<file path="src/rtl/alu_mul_seq_pkg.sv">
// alu_pkg: types and constants shared by the shift-and-add multiplier
// sequencer and the ALU it drives.
//   ALU_PASS / ALU_ADD / ALU_SHR : ALU control codes issued by the sequencer
//   FLAG_C/S/V/Z                 : bit positions inside a {c,s,v,z} flag word
//   mul_state_t                  : sequencer state encoding
package alu_pkg;

   localparam int unsigned FLAG_W = 4;

   localparam logic [5:0] ALU_PASS = 6'h00;
   localparam logic [5:0] ALU_ADD  = 6'h0A;
   localparam logic [5:0] ALU_SHR  = 6'h30;

   localparam int unsigned FLAG_C = 3;
   localparam int unsigned FLAG_S = 2;
   localparam int unsigned FLAG_V = 1;
   localparam int unsigned FLAG_Z = 0;

   typedef enum logic [1:0] {
      IDLE  = 2'd0,
      ADD   = 2'd1,
      SHIFT = 2'd2,
      DONE  = 2'd3
   } mul_state_t;

endpackage

</file>
<file path="src/rtl/alu_mul_seq_if.sv">
// alu_mul_seq_if: bundles the multiplier request/result handshake and the
// drive/return lines of the shared ALU.
//   slave  : the sequencer (accepts requests, drives the ALU)
//   master : the requester plus the external combinational ALU
// Signals: i_start/o_ready accept handshake, i_a/i_b operands,
//   o_valid/i_res_ready result handshake, o_product/o_flag result,
//   o_busy ALU ownership, o_alu_* ALU inputs, i_alu_* ALU outputs.
interface alu_mul_seq_if
   import alu_pkg::*;
#(
   parameter int unsigned DATA_W = 16,
   parameter int unsigned CTRL_W = 6
);

   logic                  i_start;
   logic [DATA_W-1:0]     i_a;
   logic [DATA_W-1:0]     i_b;
   logic                  o_ready;
   logic                  o_busy;
   logic                  o_valid;
   logic                  i_res_ready;
   logic [2*DATA_W-1:0]   o_product;
   logic [FLAG_W-1:0]     o_flag;
   logic [CTRL_W-1:0]     o_alu_ctrl;
   logic [DATA_W-1:0]     o_alu_a;
   logic [DATA_W-1:0]     o_alu_b;
   logic                  o_alu_carry;
   logic [DATA_W-1:0]     i_alu_data;
   logic [FLAG_W-1:0]     i_alu_flag;

   modport slave (
      input  i_start, i_a, i_b, i_res_ready, i_alu_data, i_alu_flag,
      output o_ready, o_busy, o_valid, o_product, o_flag,
             o_alu_ctrl, o_alu_a, o_alu_b, o_alu_carry
   );

   modport master (
      output i_start, i_a, i_b, i_res_ready, i_alu_data, i_alu_flag,
      input  o_ready, o_busy, o_valid, o_product, o_flag,
             o_alu_ctrl, o_alu_a, o_alu_b, o_alu_carry
   );

endinterface

</file>
<file path="src/rtl/alu_mul_seq.sv">
// alu_mul_seq: unsigned DATA_W x DATA_W -> 2*DATA_W shift-and-add multiplier
// that borrows the shared combinational ALU for every add and shift.
// Ports:
//   i_clk   : clock
//   i_rst_n : synchronous active-low reset
//   bus     : alu_mul_seq_if.slave (request/result handshake + ALU drive)
// Optional build macro ALU_MUL_ZERO_SKIP_EN: iterations whose multiplier bit
// is zero skip the ADD step, giving 16 + popcount(i_b) cycle latency.
module alu_mul_seq
   import alu_pkg::*;
#(
   parameter int unsigned DATA_W = 16,
   parameter int unsigned CTRL_W = 6
)(
   input  logic           i_clk,
   input  logic           i_rst_n,
   alu_mul_seq_if.slave   bus
);

   mul_state_t            state;
   mul_state_t            state_nxt;

   logic [DATA_W-1:0]     acc;
   logic [DATA_W-1:0]     lo;
   logic [DATA_W-1:0]     mcand;
   logic                  c_sav;
   logic [4:0]            cnt;
   logic [FLAG_W-1:0]     flag_q;

   logic                  last_iter;
   logic [DATA_W-1:0]     acc_shr;
   logic [DATA_W-1:0]     lo_shr;
   logic [2*DATA_W-1:0]   prod_nxt;
   logic                  unused_alu_flags;

   assign last_iter = (cnt == 5'd15);

   // The ALU shifts acc right; its top bit is replaced by the saved add
   // carry so the 17th bit of each partial sum is never lost.
   assign acc_shr  = {c_sav, bus.i_alu_data[DATA_W-2:0]};
   assign lo_shr   = {acc[0], lo[DATA_W-1:1]};
   assign prod_nxt = {acc_shr, lo_shr};

   assign unused_alu_flags = ^bus.i_alu_flag[FLAG_S:FLAG_Z];

   // state register
   always_ff @(posedge i_clk) begin
      if (!i_rst_n) begin
         state <= IDLE;
      end else begin
         state <= state_nxt;
      end
   end

   // next-state logic
   always_comb begin
      state_nxt = state;
      case (state)
         IDLE: begin
            if (bus.i_start) begin
`ifdef ALU_MUL_ZERO_SKIP_EN
               state_nxt = bus.i_b[0] ? ADD : SHIFT;
`else
               state_nxt = ADD;
`endif
            end
         end
         ADD:   state_nxt = SHIFT;
         SHIFT: begin
            if (last_iter) begin
               state_nxt = DONE;
            end else begin
`ifdef ALU_MUL_ZERO_SKIP_EN
               // lo[1] becomes the multiplier bit of the next iteration
               state_nxt = lo[1] ? ADD : SHIFT;
`else
               state_nxt = ADD;
`endif
            end
         end
         DONE: begin
            if (bus.i_res_ready) begin
               state_nxt = IDLE;
            end
         end
         default: state_nxt = IDLE;
      endcase
   end

   // datapath registers
   always_ff @(posedge i_clk) begin
      if (!i_rst_n) begin
         acc    <= '0;
         lo     <= '0;
         mcand  <= '0;
         c_sav  <= 1'b0;
         cnt    <= '0;
         flag_q <= '0;
      end else begin
         case (state)
            IDLE: begin
               if (bus.i_start) begin
                  mcand <= bus.i_a;
                  lo    <= bus.i_b;
                  acc   <= '0;
                  cnt   <= '0;
                  c_sav <= 1'b0;
               end
            end
            ADD: begin
               acc   <= bus.i_alu_data;
               c_sav <= bus.i_alu_flag[FLAG_C];
            end
            SHIFT: begin
               acc   <= acc_shr;
               lo    <= lo_shr;
               cnt   <= cnt + 5'd1;
               // cleared so a skipped ADD leaves no stale carry behind
               c_sav <= 1'b0;
               if (last_iter) begin
                  flag_q <= {1'b0, prod_nxt[2*DATA_W-1], |acc_shr, ~|prod_nxt};
               end
            end
            default: ;
         endcase
      end
   end

   // outputs
   always_comb begin
      bus.o_ready    = 1'b0;
      bus.o_busy     = 1'b0;
      bus.o_valid    = 1'b0;
      bus.o_alu_ctrl = CTRL_W'(ALU_PASS);
      bus.o_alu_a    = '0;
      bus.o_alu_b    = '0;
      case (state)
         IDLE: bus.o_ready = 1'b1;
         ADD: begin
            bus.o_busy     = 1'b1;
            bus.o_alu_ctrl = CTRL_W'(ALU_ADD);
            bus.o_alu_a    = acc;
            bus.o_alu_b    = lo[0] ? mcand : '0;
         end
         SHIFT: begin
            bus.o_busy     = 1'b1;
            bus.o_alu_ctrl = CTRL_W'(ALU_SHR);
            bus.o_alu_a    = acc;
         end
         DONE: bus.o_valid = 1'b1;
         default: ;
      endcase
   end

   assign bus.o_alu_carry = 1'b0;
   assign bus.o_product   = {acc, lo};
   assign bus.o_flag      = flag_q;

endmodule

</file>
<file path="src/flat_wrapper.sv">
// flat-port wrapper written by rule: the top's interface ports become plain ports
module alu_mul_seq_flat import alu_pkg::*;
#(
   parameter int unsigned DATA_W = 16,
   parameter int unsigned CTRL_W = 6
)
  (i_clk, i_rst_n, bus_i_start, bus_i_a, bus_i_b, bus_i_res_ready, bus_i_alu_data, bus_i_alu_flag, bus_o_ready, bus_o_busy, bus_o_valid, bus_o_product, bus_o_flag, bus_o_alu_ctrl, bus_o_alu_a, bus_o_alu_b, bus_o_alu_carry);
  alu_mul_seq_if #(.DATA_W(DATA_W), .CTRL_W(CTRL_W)) bus_i ();
  input  logic i_clk;
  input  logic i_rst_n;
  input wire logic [$bits(bus_i.i_start)-1:0] bus_i_start;
  input wire logic [$bits(bus_i.i_a)-1:0] bus_i_a;
  input wire logic [$bits(bus_i.i_b)-1:0] bus_i_b;
  input wire logic [$bits(bus_i.i_res_ready)-1:0] bus_i_res_ready;
  input wire logic [$bits(bus_i.i_alu_data)-1:0] bus_i_alu_data;
  input wire logic [$bits(bus_i.i_alu_flag)-1:0] bus_i_alu_flag;
  output wire logic [$bits(bus_i.o_ready)-1:0] bus_o_ready;
  output wire logic [$bits(bus_i.o_busy)-1:0] bus_o_busy;
  output wire logic [$bits(bus_i.o_valid)-1:0] bus_o_valid;
  output wire logic [$bits(bus_i.o_product)-1:0] bus_o_product;
  output wire logic [$bits(bus_i.o_flag)-1:0] bus_o_flag;
  output wire logic [$bits(bus_i.o_alu_ctrl)-1:0] bus_o_alu_ctrl;
  output wire logic [$bits(bus_i.o_alu_a)-1:0] bus_o_alu_a;
  output wire logic [$bits(bus_i.o_alu_b)-1:0] bus_o_alu_b;
  output wire logic [$bits(bus_i.o_alu_carry)-1:0] bus_o_alu_carry;
  assign bus_i.i_start = bus_i_start;
  assign bus_i.i_a = bus_i_a;
  assign bus_i.i_b = bus_i_b;
  assign bus_i.i_res_ready = bus_i_res_ready;
  assign bus_i.i_alu_data = bus_i_alu_data;
  assign bus_i.i_alu_flag = bus_i_alu_flag;
  assign bus_o_ready = bus_i.o_ready;
  assign bus_o_busy = bus_i.o_busy;
  assign bus_o_valid = bus_i.o_valid;
  assign bus_o_product = bus_i.o_product;
  assign bus_o_flag = bus_i.o_flag;
  assign bus_o_alu_ctrl = bus_i.o_alu_ctrl;
  assign bus_o_alu_a = bus_i.o_alu_a;
  assign bus_o_alu_b = bus_i.o_alu_b;
  assign bus_o_alu_carry = bus_i.o_alu_carry;
  alu_mul_seq #(.DATA_W(DATA_W), .CTRL_W(CTRL_W)) u_core (.i_clk(i_clk), .i_rst_n(i_rst_n), .bus(bus_i));
endmodule
</file>
<file path="config.mk">
export PLATFORM = sky130hd
export DESIGN_NAME = alu_mul_seq_flat
export DESIGN_NICKNAME = d
export VERILOG_FILES = /design/src/rtl/alu_mul_seq_pkg.sv /design/src/rtl/alu_mul_seq_if.sv /design/src/rtl/alu_mul_seq.sv /design/src/flat_wrapper.sv
export SDC_FILE = /design/constraint.sdc
export NUM_CORES = 1
export LEC_CHECK = 0
export CAP_MARGIN = 20
export CORE_UTILIZATION = 43
export DETAILED_ROUTE_END_ITERATION = 10
export GPL_TIMING_DRIVEN = 0
export PLACE_DENSITY = 0.85
export SLEW_MARGIN = 20
export SYNTH_ARGS = -nofsm -noshare
export SYNTH_HDL_FRONTEND = slang
export SYNTH_SLANG_ARGS = --single-unit
export TNS_END_PERCENT = 20
</file>
<file path="constraint.sdc">
create_clock -name i_clk -period 3.4 [get_ports i_clk]
set_input_delay 0.51 -clock i_clk [delete_from_list [all_inputs] [get_ports i_clk]]
set_output_delay 0.51 -clock i_clk [all_outputs]
set_load 0.01 [all_outputs]
</file>
==> results_dict.tcl <==
set metrics [dict create \
    final_cell_mix "clkdlybuf4s50_1 (126), dfxtp_1 (59), nor2_1 (40), nand2_1 (39), a21oi_1 (22)" \
    max-slew-margin-rel_pct 61.9 \
    setup_tns_ns 0 \
    initial_core_util_pct 45.0 \
    synthSimpleGateAreaFrac_pct 25.1 \
    maxCapViolCount 0 \
    startpoint_type "flip-flop" \
    place_congestion 0.755 \
    fin_area_mm2 0.00422 \
    synthMuxAreaShare_pct 6.36 \
    clkSinkCount 59 \
    clock_skew_ns 0.00573 \
    total_power_mw 2.58 \
    fin_ws_ns 0.569 \
    worst_hold_startpoint "u_core.mcand[8]$_SDFFE_PN0P_" \
    syn_inst 320 \
    status "completed" \
    grt_max_degree 11 \
    cts_buffers 9 \
    p_per_area_mw_per_mm2 612 \
    pin_count 134 \
    cts_tree "yes" \
    cts.clk_slew.worst_paths_ns 0.06 \
    dr.first_iter.drc_count 115 \
    crit_path_end_kind "output pin" \
    hold_path.class "reg2reg" \
    wl_um 7510 \
    dpl_cell_area_mm2 0.00406 \
    syn_area_mm2 0.00270 \
    coreArea_mm2 0.00599 \
    diodes 0 \
    fmax_mhz 353 \
    synth.avg_cell_area_um2 8.42 \
    groute.usage.overall_pct 23.7 \
    io_buffers 126 \
    cp-startpoint "u_core.state[0]$_SDFFE_PN0P_" \
    dr_total_vias 2798 \
    clk-insertion-delay-late_ns 0.34 \
    cts_root_buf "clkbuf_8" \
    ys_seq_area_share_pct 43.8 \
    synthXorXnorAreaFrac_pct 0 \
    synth_top_family_by_area "simple AND/OR/NAND/NOR gates" \
    first_pass_iters 4 \
    synth_compound_area_share_pct 15.7 \
    drt-vias-per-instance 5.18 \
    synth-adder-area-share_pct 3.25 \
    rr_worst_depth 8 \
    dp_cells 524 \
    dp_hpwl_um 5680 \
    finalMaxSlewViolations 0 \
    chipWidth_um 81.2 \
    synth_cell_types 34 \
    cp.required_ns 2.89 \
    cellLeakagePower_nw 1.62 \
    ys_seq_elements 59 \
    drive_gt1_share_pct 6.24 \
    antenna_found_initial 0 \
    worstMarginPinSlew_ns 0.572 \
    ff2ff_setup_slack_ns 1.23 \
    std_cell_rows 28 \
    yosysWarnings 0 \
    drc 0 \
    cts_setup_buffers 0 \
    grt_pass1_wl_um 12000 \
    rsz0062_at_grt "false" \
    die_y_um 81.2 \
    grt_overflow_total 0 \
    min_period_over_period_pct 83.3 \
    instances_no_fill 540 \
    r2r_start "u_core.state[0]$_SDFFE_PN0P_" \
    clock_path_buffers 2 \
    period_needed_ns 2.83 \
    drtAntennaViolNets 0 \
    path_class "reg2out" \
    fin_nets 523 \
    crit_fanout 10 \
    place_ws_ns 0.927 \
    wl_per_cell_um 13.9 \
    first_global_vias 2694 \
    die_area_mm2 0.00659 \
    cts.htree.levels 3 \
    hold_viol_final 0 \
    hold_buffers 0 \
    setup_viol 0 \
    final_common_cell "clkdlybuf4s50_1" \
    hold_depth 2 \
    post_cts_resized 0 \
    syn2layout_area_growth_pct 56.4 \
    peakVddDrop_uv 437 \
    worstPathArrival_ns 2.32 \
]
==> where the power goes <==
| group | total [mW] | switching [mW] | internal, mW |
|---|---|---|---|
| registers | 0.957 | 0.129 | 0.828 |
| logic | 1.10 | 0.573 | 0.522 |
| clock network | 0.526 | 0.265 | 0.261 |
| total | 2.58 | 0.967 | 1.61 |
==> path summary, 6_finish.rpt <==
| check | end |
|---|---|
| worst min-delay path | u_core.mcand[8]$_SDFFE_PN0P_ |
| worst max-delay path | bus_o_alu_a[11] |
| worst max register to register | u_core.acc[13]$_SDFFE_PN0P_ |
| worst min register to register | u_core.mcand[8]$_SDFFE_PN0P_ |
==> stage by stage <==
stage	hold WS, ns	util (%)
5_1_grt	0.476	70.4
6_report	0.455	70.4
2_1_floorplan	0.432	-
4_1_cts	0.452	70.4
3_3_place_gp	0.438	67.8
3_5_place_dp	0.444	67.8
==> per-layer routing <==
metal  wire length [um]  up-vias  GRT usage, %
met5                  0        -             0
met4                144        0          9.82
met3                517       14          5.84
met2               3690      105          42.2
met1               3160     1293          26.8
li1                   -     1386             -
==> synth_stat cells (all sizes together) <==
cell type | number | area (um2)
a211oi | 16 | 120
a21oi | 22 | 110
a22oi | 17 | 128
a2bb2oi | 1 | 8.76
a311oi | 1 | 8.76
a32oi | 1 | 8.76
and2 | 18 | 114
and3 | 17 | 106
buf | 15 | 87.6
clkbuf | 13 | 48.8
conb | 1 | 3.75
dfxtp | 59 | 1180
ha | 7 | 87.6
inv | 4 | 15.0
mux2 | 1 | 11.3
mux2i | 16 | 160
nand2 | 39 | 146
nand2b | 2 | 12.5
nand3 | 4 | 20.0
nand4 | 2 | 12.5
nor2 | 41 | 156
nor2b | 3 | 18.8
nor3 | 3 | 20.0
nor3b | 2 | 15.0
nor4 | 5 | 31.3
o21ai | 6 | 30.0
o311a | 1 | 10.0
or4 | 3 | 22.5
==> flip-flops by register name (all words and copies together), names as in the netlist <==
name / count
u_core.acc: 16
u_core.lo: 16
u_core.state: 2
u_core.cnt: 5
u_core.mcand: 16
u_core.bus.o_flag: 3
u_core.c_sav: 1
==> worst max-delay path: stages, from the launching register on <==
cell	delay (ns)
dfxtp_1	0.43
inv_1	0.12
ha_1	0.44
clkbuf_1	0.29
and2_1	0.17
clkdlybuf4s50_1	0.53
==> cell families after synthesis <==
kind of cell	after synthesis
multiplexers	17
AO/OA/AOI/OAI	65
other	1
flip-flops	59
adder cells (fa/ha/maj)	7
AND/OR/NAND/NOR	139
buffers and inverters	32
==> area by class of cell <==
| cell class | count | area (um2) |
|---|---|---|
| well taps | 75 | 93.8 |
| flip-flops and latches | 59 | 1180 |
| multi-input cells | 232 | 1370 |
| clock inverters | 3 | 15.0 |
| plain buffers | 28 | 136 |
| repair buffers | 126 | 1260 |
| inverters | 4 | 15.0 |
| fillers | 509 | 1780 |
| clock buffers | 13 | 139 |
(Power assumes the default switching activity.)
